$ cat config.mk
export PLATFORM = sky130hd
export DESIGN_NAME = multdiv_sequencer_flat
export DESIGN_NICKNAME = d
export VERILOG_FILES = /design/src/rtl/multdiv_sequencer_if.sv /design/src/rtl/multdiv_sequencer.sv /design/src/flat_wrapper.sv
export SDC_FILE = /design/constraint.sdc
export NUM_CORES = 1
export LEC_CHECK = 0
export CELL_PAD_IN_SITES_DETAIL_PLACEMENT = 1
export CELL_PAD_IN_SITES_GLOBAL_PLACEMENT = 2
export CORE_ASPECT_RATIO = 1.25
export CORE_UTILIZATION = 28
export CTS_CLUSTER_DIAMETER = 200
export CTS_CLUSTER_SIZE = 12
export DETAILED_ROUTE_END_ITERATION = 7
export HOLD_SLACK_MARGIN = 0.08
export PLACE_DENSITY = 0.95
export SLEW_MARGIN = 0
export SYNTH_ARGS = -nofsm -noshare
export SYNTH_HDL_FRONTEND = slang
export SYNTH_SLANG_ARGS = --single-unit
$ cat constraint.sdc
create_clock -name clk -period 9.6 [get_ports clk]
set_clock_uncertainty 0.15 [all_clocks]
set_input_delay 1.92 -clock clk [delete_from_list [all_inputs] [get_ports clk]]
set_output_delay 1.92 -clock clk [all_outputs]
set_load 0.005 [all_outputs]
$ cat src/rtl/multdiv_sequencer_if.sv
// Handshake bundle between the control FSM / multiply-divide unit and multdiv_sequencer.
// MULTDIV_SEQ_MTHILO_EN adds the mthi/mtlo/wdata direct-write path.
interface multdiv_sequencer_if;
  logic        start;
  logic        op;
  logic [31:0] a_in;
  logic [31:0] b_in;
  logic [31:0] md_a;
  logic [31:0] md_b;
  logic [1:0]  md_ctrl;
  logic        md_reset;
  logic [31:0] md_hi;
  logic [31:0] md_lo;
  logic        md_divzero;
  logic        busy;
  logic        done;
  logic        div_zero;
  logic [31:0] hi;
  logic [31:0] lo;
`ifdef MULTDIV_SEQ_MTHILO_EN
  logic        mthi;
  logic        mtlo;
  logic [31:0] wdata;

  modport master (
    output start, op, a_in, b_in, md_hi, md_lo, md_divzero, mthi, mtlo, wdata,
    input  md_a, md_b, md_ctrl, md_reset, busy, done, div_zero, hi, lo
  );

  modport slave (
    input  start, op, a_in, b_in, md_hi, md_lo, md_divzero, mthi, mtlo, wdata,
    output md_a, md_b, md_ctrl, md_reset, busy, done, div_zero, hi, lo
  );
`else
  modport master (
    output start, op, a_in, b_in, md_hi, md_lo, md_divzero,
    input  md_a, md_b, md_ctrl, md_reset, busy, done, div_zero, hi, lo
  );

  modport slave (
    input  start, op, a_in, b_in, md_hi, md_lo, md_divzero,
    output md_a, md_b, md_ctrl, md_reset, busy, done, div_zero, hi, lo
  );
`endif
endinterface

$ cat src/rtl/multdiv_sequencer.sv
// Sequences the iterative mult/div unit: latches operands, runs it for exactly N clocks, captures HI/LO.
// Optional MULTDIV_SEQ_MTHILO_EN enables mthi/mtlo writes of HI/LO while idle.
module multdiv_sequencer #(
  parameter int MULT_CYCLES = 32,
  parameter int DIV_CYCLES  = 33,
  parameter int CNT_W       = 6
) (
  input  logic               clk,
  input  logic               reset,
  multdiv_sequencer_if.slave bus
);

  typedef enum logic [2:0] {
    ST_IDLE    = 3'd0,
    ST_CLEAR   = 3'd1,
    ST_RUN     = 3'd2,
    ST_CAPTURE = 3'd3,
    ST_DONE    = 3'd4
  } state_t;

  localparam logic [CNT_W-1:0] MULT_LAST = CNT_W'(MULT_CYCLES - 1);
  localparam logic [CNT_W-1:0] DIV_LAST  = CNT_W'(DIV_CYCLES - 1);
  localparam logic [1:0]       CTRL_IDLE = 2'd0;
  localparam logic [1:0]       CTRL_MULT = 2'd1;
  localparam logic [1:0]       CTRL_DIV  = 2'd2;

  state_t           state_r;
  logic [CNT_W-1:0] count_r;
  logic             op_r;
  logic             zero_r;
  logic [31:0]      md_a_r;
  logic [31:0]      md_b_r;
  logic [1:0]       md_ctrl_r;
  logic             md_reset_r;
  logic             busy_r;
  logic             done_r;
  logic             div_zero_r;
  logic [31:0]      hi_r;
  logic [31:0]      lo_r;

  logic             run_last_s;
  logic             hi_wr_s;
  logic             lo_wr_s;
  logic [31:0]      wdata_s;

  // Last iteration edge: the unit has then seen exactly N active edges.
  assign run_last_s = op_r ? (count_r == DIV_LAST) : (count_r == MULT_LAST);

`ifdef MULTDIV_SEQ_MTHILO_EN
  assign hi_wr_s = bus.mthi;
  assign lo_wr_s = bus.mtlo;
  assign wdata_s = bus.wdata;
`else
  assign hi_wr_s = 1'b0;
  assign lo_wr_s = 1'b0;
  assign wdata_s = 32'd0;
`endif

  // Sequencer FSM with all outputs registered
  always_ff @(posedge clk or posedge reset) begin
    if (reset) begin
      state_r    <= ST_IDLE;
      count_r    <= '0;
      op_r       <= 1'b0;
      zero_r     <= 1'b0;
      md_a_r     <= 32'd0;
      md_b_r     <= 32'd0;
      md_ctrl_r  <= CTRL_IDLE;
      md_reset_r <= 1'b0;
      busy_r     <= 1'b0;
      done_r     <= 1'b0;
      div_zero_r <= 1'b0;
      hi_r       <= 32'd0;
      lo_r       <= 32'd0;
    end else begin
      case (state_r)
        ST_IDLE: begin
          // Direct writes are only honoured here; a simultaneous start still launches.
          if (hi_wr_s) hi_r <= wdata_s;
          if (lo_wr_s) lo_r <= wdata_s;
          if (bus.start) begin
            md_a_r     <= bus.a_in;
            md_b_r     <= bus.b_in;
            op_r       <= bus.op;
            zero_r     <= 1'b0;
            md_reset_r <= 1'b1;
            md_ctrl_r  <= CTRL_IDLE;
            busy_r     <= 1'b1;
            state_r    <= ST_CLEAR;
          end
        end
        ST_CLEAR: begin
          md_reset_r <= 1'b0;
          count_r    <= '0;
          if (op_r && (md_b_r == 32'd0)) begin
            zero_r     <= 1'b1;
            done_r     <= 1'b1;
            div_zero_r <= 1'b1;
            md_ctrl_r  <= CTRL_IDLE;
            state_r    <= ST_DONE;
          end else begin
            md_ctrl_r <= op_r ? CTRL_DIV : CTRL_MULT;
            state_r   <= ST_RUN;
          end
        end
        ST_RUN: begin
          if (bus.md_divzero) begin
            // Abort without touching HI/LO.
            zero_r     <= 1'b1;
            done_r     <= 1'b1;
            div_zero_r <= 1'b1;
            md_ctrl_r  <= CTRL_IDLE;
            state_r    <= ST_DONE;
          end else if (run_last_s) begin
            md_ctrl_r <= CTRL_IDLE;
            state_r   <= ST_CAPTURE;
          end else begin
            count_r <= count_r + 1'b1;
          end
        end
        ST_CAPTURE: begin
          hi_r       <= bus.md_hi;
          lo_r       <= bus.md_lo;
          done_r     <= 1'b1;
          div_zero_r <= zero_r;
          state_r    <= ST_DONE;
        end
        ST_DONE: begin
          done_r     <= 1'b0;
          div_zero_r <= 1'b0;
          zero_r     <= 1'b0;
          busy_r     <= 1'b0;
          state_r    <= ST_IDLE;
        end
        default: begin
          state_r    <= ST_IDLE;
          count_r    <= '0;
          zero_r     <= 1'b0;
          md_ctrl_r  <= CTRL_IDLE;
          md_reset_r <= 1'b0;
          busy_r     <= 1'b0;
          done_r     <= 1'b0;
          div_zero_r <= 1'b0;
        end
      endcase
    end
  end

  assign bus.md_a     = md_a_r;
  assign bus.md_b     = md_b_r;
  assign bus.md_ctrl  = md_ctrl_r;
  assign bus.md_reset = md_reset_r;
  assign bus.busy     = busy_r;
  assign bus.done     = done_r;
  assign bus.div_zero = div_zero_r;
  assign bus.hi       = hi_r;
  assign bus.lo       = lo_r;

endmodule

$ cat src/flat_wrapper.sv
// flat-port wrapper written by rule: the top's interface ports become plain ports
module multdiv_sequencer_flat 
#(
  parameter int MULT_CYCLES = 32,
  parameter int DIV_CYCLES  = 33,
  parameter int CNT_W       = 6
)
  (clk, reset, bus_start, bus_op, bus_a_in, bus_b_in, bus_md_hi, bus_md_lo, bus_md_divzero, bus_md_a, bus_md_b, bus_md_ctrl, bus_md_reset, bus_busy, bus_done, bus_div_zero, bus_hi, bus_lo);
  multdiv_sequencer_if bus_i ();
  input  logic clk;
  input  logic reset;
  input wire logic [$bits(bus_i.start)-1:0] bus_start;
  input wire logic [$bits(bus_i.op)-1:0] bus_op;
  input wire logic [$bits(bus_i.a_in)-1:0] bus_a_in;
  input wire logic [$bits(bus_i.b_in)-1:0] bus_b_in;
  input wire logic [$bits(bus_i.md_hi)-1:0] bus_md_hi;
  input wire logic [$bits(bus_i.md_lo)-1:0] bus_md_lo;
  input wire logic [$bits(bus_i.md_divzero)-1:0] bus_md_divzero;
  output wire logic [$bits(bus_i.md_a)-1:0] bus_md_a;
  output wire logic [$bits(bus_i.md_b)-1:0] bus_md_b;
  output wire logic [$bits(bus_i.md_ctrl)-1:0] bus_md_ctrl;
  output wire logic [$bits(bus_i.md_reset)-1:0] bus_md_reset;
  output wire logic [$bits(bus_i.busy)-1:0] bus_busy;
  output wire logic [$bits(bus_i.done)-1:0] bus_done;
  output wire logic [$bits(bus_i.div_zero)-1:0] bus_div_zero;
  output wire logic [$bits(bus_i.hi)-1:0] bus_hi;
  output wire logic [$bits(bus_i.lo)-1:0] bus_lo;
  assign bus_i.start = bus_start;
  assign bus_i.op = bus_op;
  assign bus_i.a_in = bus_a_in;
  assign bus_i.b_in = bus_b_in;
  assign bus_i.md_hi = bus_md_hi;
  assign bus_i.md_lo = bus_md_lo;
  assign bus_i.md_divzero = bus_md_divzero;
  assign bus_md_a = bus_i.md_a;
  assign bus_md_b = bus_i.md_b;
  assign bus_md_ctrl = bus_i.md_ctrl;
  assign bus_md_reset = bus_i.md_reset;
  assign bus_busy = bus_i.busy;
  assign bus_done = bus_i.done;
  assign bus_div_zero = bus_i.div_zero;
  assign bus_hi = bus_i.hi;
  assign bus_lo = bus_i.lo;
  multdiv_sequencer #(.MULT_CYCLES(MULT_CYCLES), .DIV_CYCLES(DIV_CYCLES), .CNT_W(CNT_W)) u_core (.clk(clk), .reset(reset), .bus(bus_i));
endmodule
# Word-level counts from Yosys, hierarchy flattened
# Cells that the tools add are included.
# Widths: inputs -> output; s select.
# word_totals
word_cells	71
inputBits	133
reg_bits	145
output_inout_bits	134
# classes
reduce_logical	15
n_bitwise	6
add_sub_neg	1
n_mux	24
eq_ne	12
# ops
cell	n
$logic_not 32->1	1
$mux 3	4
$mux 6	2
$pmux 1 s4	3
$pmux 3 s4	1
$pmux 6 s2	1
$mux 2	5
$reduce_and 3->1	3
$reduce_or 3->1	3
$ne 2x2->1 const B	4
$pmux 2 s4	1
$reduce_and 2->1	4
$add 6x1->6 const B	1
$eq 3x2->1 const B	2
$eq 6x5->1 const B	1
$eq 6x6->1 const B	1
$not 1->1	6
$mux 1	5
$pmux 1 s2	2
$reduce_and 4->1	1
$eq 3x1->1 const B	1
$eq 3x3->1 const B	1
$logic_not 3->1	1
$ne 3x2->1 const B	1
3 further kinds	3

# Depth between registers and ports, before layout
# Gate-level depths: netlist (run 1).
# depth
ltp_word	5
ltp_mapped	7
depth_no_buf	5

# Worst setup path before layout (run 1)
# Ideal clock, no wire load.
# synth_path
path_type	input-to-reg
startpoint	input bus_md_divzero
endpoint	register u_core.count_r[2]
setup_ns	0.066
slack_ns	6.312
n_path_buf	1
t_arrival_ns	3.072
path_stages	6
cell_sequence	nor2_2 > o22ai_1 > or3_1 > buf_6 > or4_1 > nand2_1
# synth_between
elab_chain_len	2
# synth_rtl
element	line_no	text
start, declared	flat_wrapper.sv:18	input wire logic [$bits(bus_i.md_divzero)-1:0] bus_md_divzero;
$ne 2x2->1 (no source line)	--	
$reduce_and 3->1 (no source line)	--	
end signal, assigned	multdiv_sequencer.sv:118	count_r <= count_r + 1'b1;
end, declared	multdiv_sequencer.sv:28	logic [CNT_W-1:0] count_r;
# Every way passes these cells.
# A chain may end at the register's enable or synchronous reset.

# Worst setup path after layout (run 1)
# layout_path
startpoint	input bus_start
endpoint	register u_core.md_a_r[15] (netlist: u_core.bus.md_a[15])
# layout_between
elab_chain_len	1
# layout_rtl
element	line_no	text
start, declared	flat_wrapper.sv:12	input wire logic [$bits(bus_i.start)-1:0] bus_start;
$reduce_and 2->1 (no source line)	--	
end signal, assigned	multdiv_sequencer.sv:82	md_a_r <= bus.a_in;
end, declared	multdiv_sequencer.sv:31	logic [31:0] md_a_r;
# Every way passes these cells.

==> results of run 1 <==
-- Yosys cell counts, drive strengths merged --
cell type / count
nor4b: 1
a21oi: 2
a22o: 1
nor3: 3
nor2b: 1
nand2: 10
clkbuf: 3
and2: 1
or4: 3
mux2: 129
nor2: 7
o22ai: 1
a31oi: 1
inv: 6
a31o: 1
dfrtp: 145
nor4: 11
nand4: 2
a22oi: 1
and3: 1
or2b: 1
or3: 2
o21ai: 8
o21bai: 1
o2bb2ai: 2
a21o: 3
or2: 1
o211ai: 3
o211a: 1
nand3: 5
a221o: 1
or4b: 1
ha: 1
o41ai: 1
buf: 14
-- per-layer routing --
layer,track usage,wire (um),up-vias
li1,-,-,1895
met1,0.1718,5881,2119
met5,0,0,-
met4,0.07135,388,0
met2,0.3211,9688,135
met3,0.04439,843,23
-- critical path, cell delays in order --
cell and delay (ps):
clkdlybuf4s50_1 510, nand2_1 100, nor3_2 120, buf_4 670, mux2_2 430
-- kinds of logic after synthesis --
kind of cell	synth area share
and+or+nand+nor	0.05167
muxes	0.2553
adders and majority gates	0.002198
DFF	0.6376
buffers and inverters	0.02045
AOI/OAI and AO/OA	0.03277
-- layout make-up --
type / count / area [um2]
clock buffers: 20 / 446.7
clock inverters: 12 / 156.4
fillers: 2053 / 10460
inverters: 6 / 27.53
multi-input cells: 207 / 1953
flip-flops and latches: 145 / 3628
well taps: 265 / 331.6
repair buffers: 269 / 2685
-- state kept, by name, summed over array words and instances, names as in the netlist, 2 cells and up --
signal / flops
u_core.state_r: 3
u_core.bus.hi: 32
u_core.bus.md_ctrl: 2
u_core.bus.lo: 32
u_core.count_r: 6
u_core.bus.md_b: 32
u_core.bus.md_a: 32
-- where the power goes --
group	switching, W	leakage [nW]	internal [W]
Sequential	0.000204	1.72	0.000912
Clock	0.000262	0.283	0.000417
Combinational	0.000386	1.76	0.000817
-- worst min-delay path by stage --
stage                                      startpoint                          end  slack, ps  cells after the start
final                     u_core.bus.busy$_DFFE_PP0P_  u_core.bus.busy$_DFFE_PP0P_        330                      1
after global routing      u_core.bus.busy$_DFFE_PP0P_  u_core.bus.busy$_DFFE_PP0P_        350                      1
after CTS                 u_core.bus.busy$_DFFE_PP0P_  u_core.bus.busy$_DFFE_PP0P_        330                      1
after detailed placement  u_core.bus.busy$_DFFE_PP0P_  u_core.bus.busy$_DFFE_PP0P_        320                      1
after global placement    u_core.bus.busy$_DFFE_PP0P_  u_core.bus.busy$_DFFE_PP0P_        330                      1
after floorplan           u_core.bus.busy$_DFFE_PP0P_  u_core.bus.busy$_DFFE_PP0P_        330                      1
-- per-stage QoR --
stage,utilization,cells,total power (W)
after floorplan,-,375,0.001554
after global placement,0.4382,892,0.002273
after detailed placement,0.4382,892,0.002344
after CTS,0.4689,924,0.003049
after global routing,0.4689,924,0.003171
final,0.4689,924,0.002997
==> impl_metrics.py, run 1 <==
metrics = {
    "synth": {
        "syn_area_mm2": 0.005690,
        "yosysTopAreaCell": "dfrtp_1",
        "syn-num-nets": 509,
        "yosysWarnings": 0,
        "avgSynthCellArea_um2": 15.17,
        "synth_cell_types": 37,
        "synthTopCellsByArea": "dfrtp_1, mux2_2, nor4_1",
        "yosysSeqAreaShare": 0.6376,
        "ys_ff_latch": 145,
        "synth_cells": 375,
        "yosysTopAreaCellShare": 0.6376,
    },
    "setup_path": {
        "startpoint": "bus_start",
        "crit_path_end_kind": "flip-flop",
        "r2r-end": "u_core.bus.md_a[15]$_DFFE_PP0P_",
        "crit_required_ps": 9750,
        "reg2regPathDepth": 5,
        "cp_max_fo": 67,
        "critPathKind": "primary input to flip-flop",
        "ff2ff_setup_slack_ps": 7290,
        "cp.arrival_ps": 3810,
        "r2r-start": "u_core.state_r[2]$_DFFE_PP0P_",
        "crit_path_end": "u_core.bus.md_a[15]$_DFFE_PP0P_",
        "worstSetupStartpointType": "primary input",
    },
    "final_layout": {
        "drive_gt1_frac": 0.2580,
        "mostFrequentLayoutCell": "clkdlybuf4s50_1",
        "n_antenna_cell": 0,
        "syn_to_final_growth_pct": 62.18,
        "mostFrequentLayoutCells": "clkdlybuf4s50_1, dfrtp_1, mux2_2, clkbuf_16, nor4_1",
        "nNetsFinal": 780,
        "final_cell_area_mm2": 0.009229,
    },
    "cts": {
        "cts_setup_buffers": 0,
        "cts_hold_buf": 0,
        "cts-resized-gates": 0,
        "htree_levels": 4,
        "clock_sink_count": 145,
        "cts_buffers": 17,
        "clk_path_buf_depth": 2,
        "cts_root_buf": "clkbuf_16",
        "clock_latency_ps": 410,
        "cts_tree": "yes",
        "clk_pin_slew_worst_paths_ps": 60,
    },
    "timing": {
        "hold_viol": 0,
        "relSlewSlack": 0.3713,
        "max_freq_mhz": 273.4,
        "setup_tns_ps": 0,
        "maxSlewViolCount": 0,
        "postLayoutSetupSlackWorst_ps": 5943,
        "layout_min_cycle_time_ps": 3657,
        "setup_viol": 0,
        "rsz0062_at_grt": "false",
        "timing.final.crit_share": 0.3809,
        "hold_ws_ps": 328.2,
        "tightest_slew_ps": 943.1,
    },
    "die": {
        "rows": 57,
        "core_area_mm2": 0.01968,
        "io_pins": 267,
        "die_area_mm2": 0.02090,
        "start_util": 0.2891,
        "fp.dieH_um": 161.4,
        "die_w_um": 129.5,
    },
    "global_routing": {
        "grt_pass1_vias": 4879,
        "antenna_found_initial": 0,
        "grt_overflow": 0,
        "grt_pass1_wl_um": 26670,
        "track_usage": 0.1694,
        "grt_max_degree": 75,
    },
    "place": {
        "placed_area_mm2": 0.008626,
        "post-place-ws_ps": 5453,
        "gp_congestion": 0.7641,
        "dp_hpwl_um": 12480,
        "io_buffers": 266,
    },
    "detailed_routing": {
        "vias": 4172,
        "wl_per_cell_um": 18.19,
        "dr.pass1.iters": 4,
        "drtIter0Drc": 129,
        "routed_wl_um": 16800,
        "drc": 0,
        "postRouteAntennaNets": 0,
        "viasPerCell": 4.515,
    },
    "flow_run": {
        "cap_violations": 0,
    },
    "power_and_ir_drop": {
        "cellLeakagePower_nw": 3.757,
        "power_density_mw_per_mm2": 324.7,
        "ir_drop_v": 0.0001236,
    },
    "hold_path": {
        "hold_path_class": "flip-flop to flip-flop",
    },
    "outcome": {
        "outcome": "finished, final reports clean",
    },
}
No activity file was read; power rests on OpenSTA's default activity.
==> inputs of run 2 (changes only) <==
- CORE_UTILIZATION: 28 -> 26
- PLACE_DENSITY: 0.95 -> 0.91
- clock period: 9.6 -> 3.8 ns (I/O delays scaled with it)
==> impl_metrics.py, run 2 (synthesized netlist as in run 1, its figures left out) <==
metrics = {
    "global_routing": {
        "track_usage": 0.1570,
        "grt_max_degree": 73,
        "grt_overflow": 0,
        "grt_pass1_wl_um": 27000,
        "antenna_found_initial": 0,
        "grt_pass1_vias": 4809,
    },
    "detailed_routing": {
        "drtIter0Drc": 111,
        "drc": 0,
        "routed_wl_um": 16970,
        "wl_per_cell_um": 18.03,
        "vias": 4196,
        "postRouteAntennaNets": 0,
        "dr.pass1.iters": 4,
        "viasPerCell": 4.459,
    },
    "cts": {
        "cts_setup_buffers": 0,
        "cts-resized-gates": 0,
        "cts_buffers": 17,
        "cts_root_buf": "clkbuf_16",
        "clock_latency_ps": 400,
        "clock_sink_count": 145,
        "clk_path_buf_depth": 2,
        "cts_hold_buf": 0,
        "clk_pin_slew_worst_paths_ps": 60,
        "cts_tree": "yes",
        "htree_levels": 4,
    },
    "die": {
        "fp.dieH_um": 167.4,
        "core_area_mm2": 0.02147,
        "die_w_um": 134.3,
        "rows": 60,
        "die_area_mm2": 0.02249,
        "io_pins": 267,
        "start_util": 0.2650,
    },
    "place": {
        "dp.cells": 909,
        "io_buffers": 266,
        "gp_congestion": 0.8844,
        "dp_hpwl_um": 13010,
        "placed_area_mm2": 0.008690,
    },
    "final_layout": {
        "mostFrequentLayoutCell": "clkdlybuf4s50_1",
        "syn_to_final_growth_pct": 63.10,
        "final_cells": 941,
        "final_cell_area_mm2": 0.009281,
        "mostFrequentLayoutCells": "clkdlybuf4s50_1, dfrtp_1, mux2_2, clkbuf_16, nor4_1",
        "final_util": 0.4323,
        "n_antenna_cell": 0,
        "drive_gt1_frac": 0.2644,
        "nNetsFinal": 783,
    },
    "setup_path": {
        "worstSetupStartpointType": "flip-flop",
        "cp_max_fo": 28,
        "crit_required_ps": 3940,
        "cp.arrival_ps": 2730,
        "critPathKind": "flip-flop to flip-flop",
        "crit_path_end_kind": "flip-flop",
    },
    "power_and_ir_drop": {
        "power_density_mw_per_mm2": 811.5,
        "cellLeakagePower_nw": 3.773,
        "ir_drop_v": 0.0003185,
    },
    "timing": {
        "layout_min_cycle_time_ps": 2591,
        "tightest_slew_ps": 713.0,
        "relSlewSlack": 0.5230,
        "hold_ws_ps": 345.9,
        "setup_viol": 0,
        "hold_viol": 0,
        "max_freq_mhz": 385.9,
        "timing.final.crit_share": 0.6819,
        "maxSlewViolCount": 0,
        "setup_tns_ps": 0,
        "rsz0062_at_grt": "false",
    },
    "flow_run": {
        "cap_violations": 0,
    },
    "hold_path": {
        "hold_path_class": "flip-flop to flip-flop",
    },
    "outcome": {
        "outcome": "finished, final reports clean",
    },
}
-- run 2: cell types whose count changed in the layout (fill, tap and decap cells not counted) --
cell	change
clkinv_4	+1
clkinvlp_4	+1
buf_12	+2
inv_6	+1
bufinv_16	-1
clkbuf_1	-2
buf_4	+1
-- run 2: power breakdown --
part | leakage [nW] | switching (W) | internal [W]
combinational | 1.78 | 0.000967 | 0.00207
sequential | 1.72 | 0.000508 | 0.00230
clock | 0.280 | 0.000691 | 0.000993
-- run 2: worst max-delay path, cell delays in order (launching register included) --
cell	delay [ps]
dfrtp_1	610
inv_1	140
nor2_1	310
nand2_2	490
buf_4	420
mux2_2	310
-- run 2: stage by stage --
stage	setup WS [ps]	total power, W
floorplan	1071	0.003927
global placement	1030	0.005762
detailed placement	941.8	0.005936
CTS	1206	0.007672
global route	1018	0.007988
finish	1209	0.007532
-- run 2: worst paths after layout --
check	start	slack (ps)	to	cells after the start
worst min-delay path	u_core.bus.busy$_DFFE_PP0P_	350	u_core.bus.busy$_DFFE_PP0P_	1
min in group asynchronous	reset	560	u_core.bus.lo[2]$_DFFE_PP0N_	2
worst max register to register	u_core.state_r[1]$_DFFE_PP0P_	1210	u_core.bus.lo[5]$_DFFE_PP0N_	5
worst max-delay path	u_core.state_r[1]$_DFFE_PP0P_	1210	u_core.bus.lo[5]$_DFFE_PP0N_	5
worst min register to register	u_core.bus.busy$_DFFE_PP0P_	350	u_core.bus.busy$_DFFE_PP0P_	1
max in group asynchronous	reset	2220	u_core.count_r[4]$_DFFE_PP0P_	3
-- run 2: per-layer routing --
metal  share of wire  vias up  wire length, um  GRT usage
li1                -     1906                -          -
met5               0        -                0          0
met1            0.36     2141             6039     0.1661
met3           0.046       24              776    0.03573
met2            0.57      125             9743     0.2971
met4           0.024        0              410    0.06058
-- run 2: area by class of cell --
class / instances / area (um2)
clock buffer: 18 / 439.2
multi-input combinational: 207 / 1953
inverter: 6 / 26.28
timing repair buffer: 272 / 2733
tap: 279 / 349.1
sequential: 145 / 3628
fill: 2248 / 12190
clock inverter: 14 / 152.6
==> RTL change (flow settings as in run 2) <==
Re-encode `state_t` (5 states) as one-hot, 5 bits wide.
--- a/src/rtl/multdiv_sequencer.sv
+++ b/src/rtl/multdiv_sequencer.sv
@@ -12,8 +12,8 @@
 
-  typedef enum logic [2:0] {
-    ST_IDLE    = 3'd0,
-    ST_CLEAR   = 3'd1,
-    ST_RUN     = 3'd2,
-    ST_CAPTURE = 3'd3,
-    ST_DONE    = 3'd4
+  typedef enum logic [4:0] {
+    ST_IDLE    = 5'b00001,
+    ST_CLEAR   = 5'b00010,
+    ST_RUN     = 5'b00100,
+    ST_CAPTURE = 5'b01000,
+    ST_DONE    = 5'b10000
   } state_t;
Function: no difference found for any inputs over 10 cycles, from zero or initial values and one cycle with reset high; not proved beyond that.
==> RTL change against run 2 <==
- wire length rose by 5.5%
- worst setup slack improved by 0.11 ns
- via count rose by 14%
- sequential power fell by 19%
- cell count rose by 15%
- area after synthesis rose by 1.8%
- total power fell by 21%
- final area rose by 1.0%
- count of clock-buffer cells in the layout did not move
- sequential cell count rose by 2
==> RTL change: results (changes against run 2) <==
| Metric | Value |
|---|---|
| Status | `finished, final reports clean` |
| Mapped Cells | `523 (+39%)` |
| Largest net degree at the start of global routing | `76 (+4.1%)` |
| First-pass GRT wire length | `28770 um (+6.6%)` |
| Synth unique cells | `33 (-11%)` |
| Synth warn | `0 (unchanged)` |
| Sequential share of the synthesized area | `63.55% (-0.22 points)` |
| Pre-CTS setup slack | `1.192 ns (+0.2505 ns)` |
| Root Driver | `clkbuf_16` |
| Largest stage delay, worst path | `0.55 ns (-0.06 ns)` |
| Leakage power | `4.131 nW (+9.5%)` |
| Worst min-delay path category | `register to register` |
| Placer Congestion | `0.7390 (-16%)` |
| DP Area | `8788 um2 (+1.1%)` |
| Worst Path Max Fanout | `30 (+7.1%)` |
| Synth top cells by count | `nand2_1, dfrtp_1, mux2_2` |
| Syn_nets | `657 (+29%)` |
| H-tree depth | `4 (unchanged)` |
| Non-Filler Instances | `1083 (+15%)` |
| Post-CTS Setup Bufs | `0 (unchanged)` |
| Vias in the first global route | `5291 (+10%)` |
| Worst skew pair latency | `0.41 ns` |
| DP Wirelength | `13120 um (+0.87%)` |
| DR pass1 iterations | `4 (unchanged)` |
| Via density | `4.418 (-0.92%)` |
| Port bufs | `266 (unchanged)` |
| Clk slew on worst S/H paths | `roughly 0.07 ns` |
| Worst rel slew slack | `50.38% (-1.9 points)` |
| WL/cell | `16.53 um (-8.3%)` |
| N_diodes | `0 (unchanged)` |
| Worst VDD drop | `0.3102 mV (-2.6%)` |
| Synth top area cells | `dfrtp_1, nand2_1, mux2_2` |
| DRT iter0 DRCs | `178 (+60%)` |
| Worst path top cell family by delay | `simple AND/OR/NAND/NOR gates` |
| Nets | `925 (+18%)` |
| Layout cells sized above 1 | `13.81% (-13 points)` |
| Cts repair resizes | `0 (unchanged)` |
| CP max stage cell | `nand2_2` |
| FILL cells | `2405 (+7.0%)` |
| Ys async rst share | `100.0% (unchanged)` |
| TritonCTS buffer count | `17 (unchanged)` |
| Initial antenna violation count | `0 (unchanged)` |
| Max Buffers Root-to-Sink | `2 (unchanged)` |
| Crit path DAT | `2.63 ns (-0.10 ns)` |
| Total track usage | `16.28% (+0.57 points)` |
RTL change: changes by cell type after synthesis, sizes merged, moves of 3 or more:
cell           run 2  this run
nand2             10       201
mux2             129        65
clkbuf             3        12
nand3              5        11
a21oi              2         7
a21o               3         0
buf               14        11
nand2b             0         3
o211ai             3         6
RTL change: tightest hold or removal path: stages, from the launching register on:
cell	delay, ns
dfrtp_1	0.34
nand2_1	0.05
nand2_1	0.05
RTL change: kinds of logic (layout without fill, tap and decap cells):
group           count (synthesis)  after routing  share of synthesized area (%)
buf+inv                        30            311                          2.226
fa+ha+maj                       1              1                         0.2160
xor+xnor                        1              1                         0.1513
compound gates                 28             28                          3.025
flops                         147            147                          63.55
simple gates                  250            250                          18.02
mux                            66             66                          12.81
RTL change: final timing paths:
kind / from / endpoint / slack, ns / cells after the start
worst max-delay path: u_core.state_r[4] / u_core.bus.lo[18] / 1.31 / 4
worst min-delay path: u_core.bus.md_a[13] / u_core.bus.md_a[13] / 0.32 / 2
worst max register to register: u_core.state_r[4] / u_core.bus.lo[18] / 1.31 / 4
worst min register to register: u_core.bus.md_a[13] / u_core.bus.md_a[13] / 0.32 / 2
max in group asynchronous: reset / u_core.bus.hi[31] / 2.43 / 3
min in group asynchronous: reset / u_core.bus.md_b[17] / 0.69 / 3
RTL change: cell type report:
class / instances / share of cell area [%]
repair buffers: 272 / 29.28
clock buffers: 18 / 4.684
well taps: 279 / 3.723
multi-input cells: 346 / 21.17
clock inverters: 14 / 1.575
flip-flops and latches: 147 / 39.25
inverters: 7 / 0.3203
RTL change: per-layer routing:
metal	vias to the layer above	routed length [um]	track usage, %
li1	2265	-	-
met1	2344	7216	18.86
met2	155	9305	28.41
met3	21	1055	4.822
met4	0	323	5.374
met5	-	0	0
RTL change: where the power goes:
part	switching (mW)	internal (mW)	leakage [nW]	total (mW)
combinational	0.907	1.08	2.07	1.99
sequential	0.302	1.99	1.79	2.29
clock	0.724	0.939	0.271	1.66
total	1.93	4.01	4.13	5.94
RTL change: through the flow:
step	utilization (%)	total power [mW]
after floorplan	-	3.086
after global placement	40.51	4.298
after detailed placement	40.51	4.356
after CTS	43.21	6.072
after global routing	43.21	6.358
final	43.21	5.945
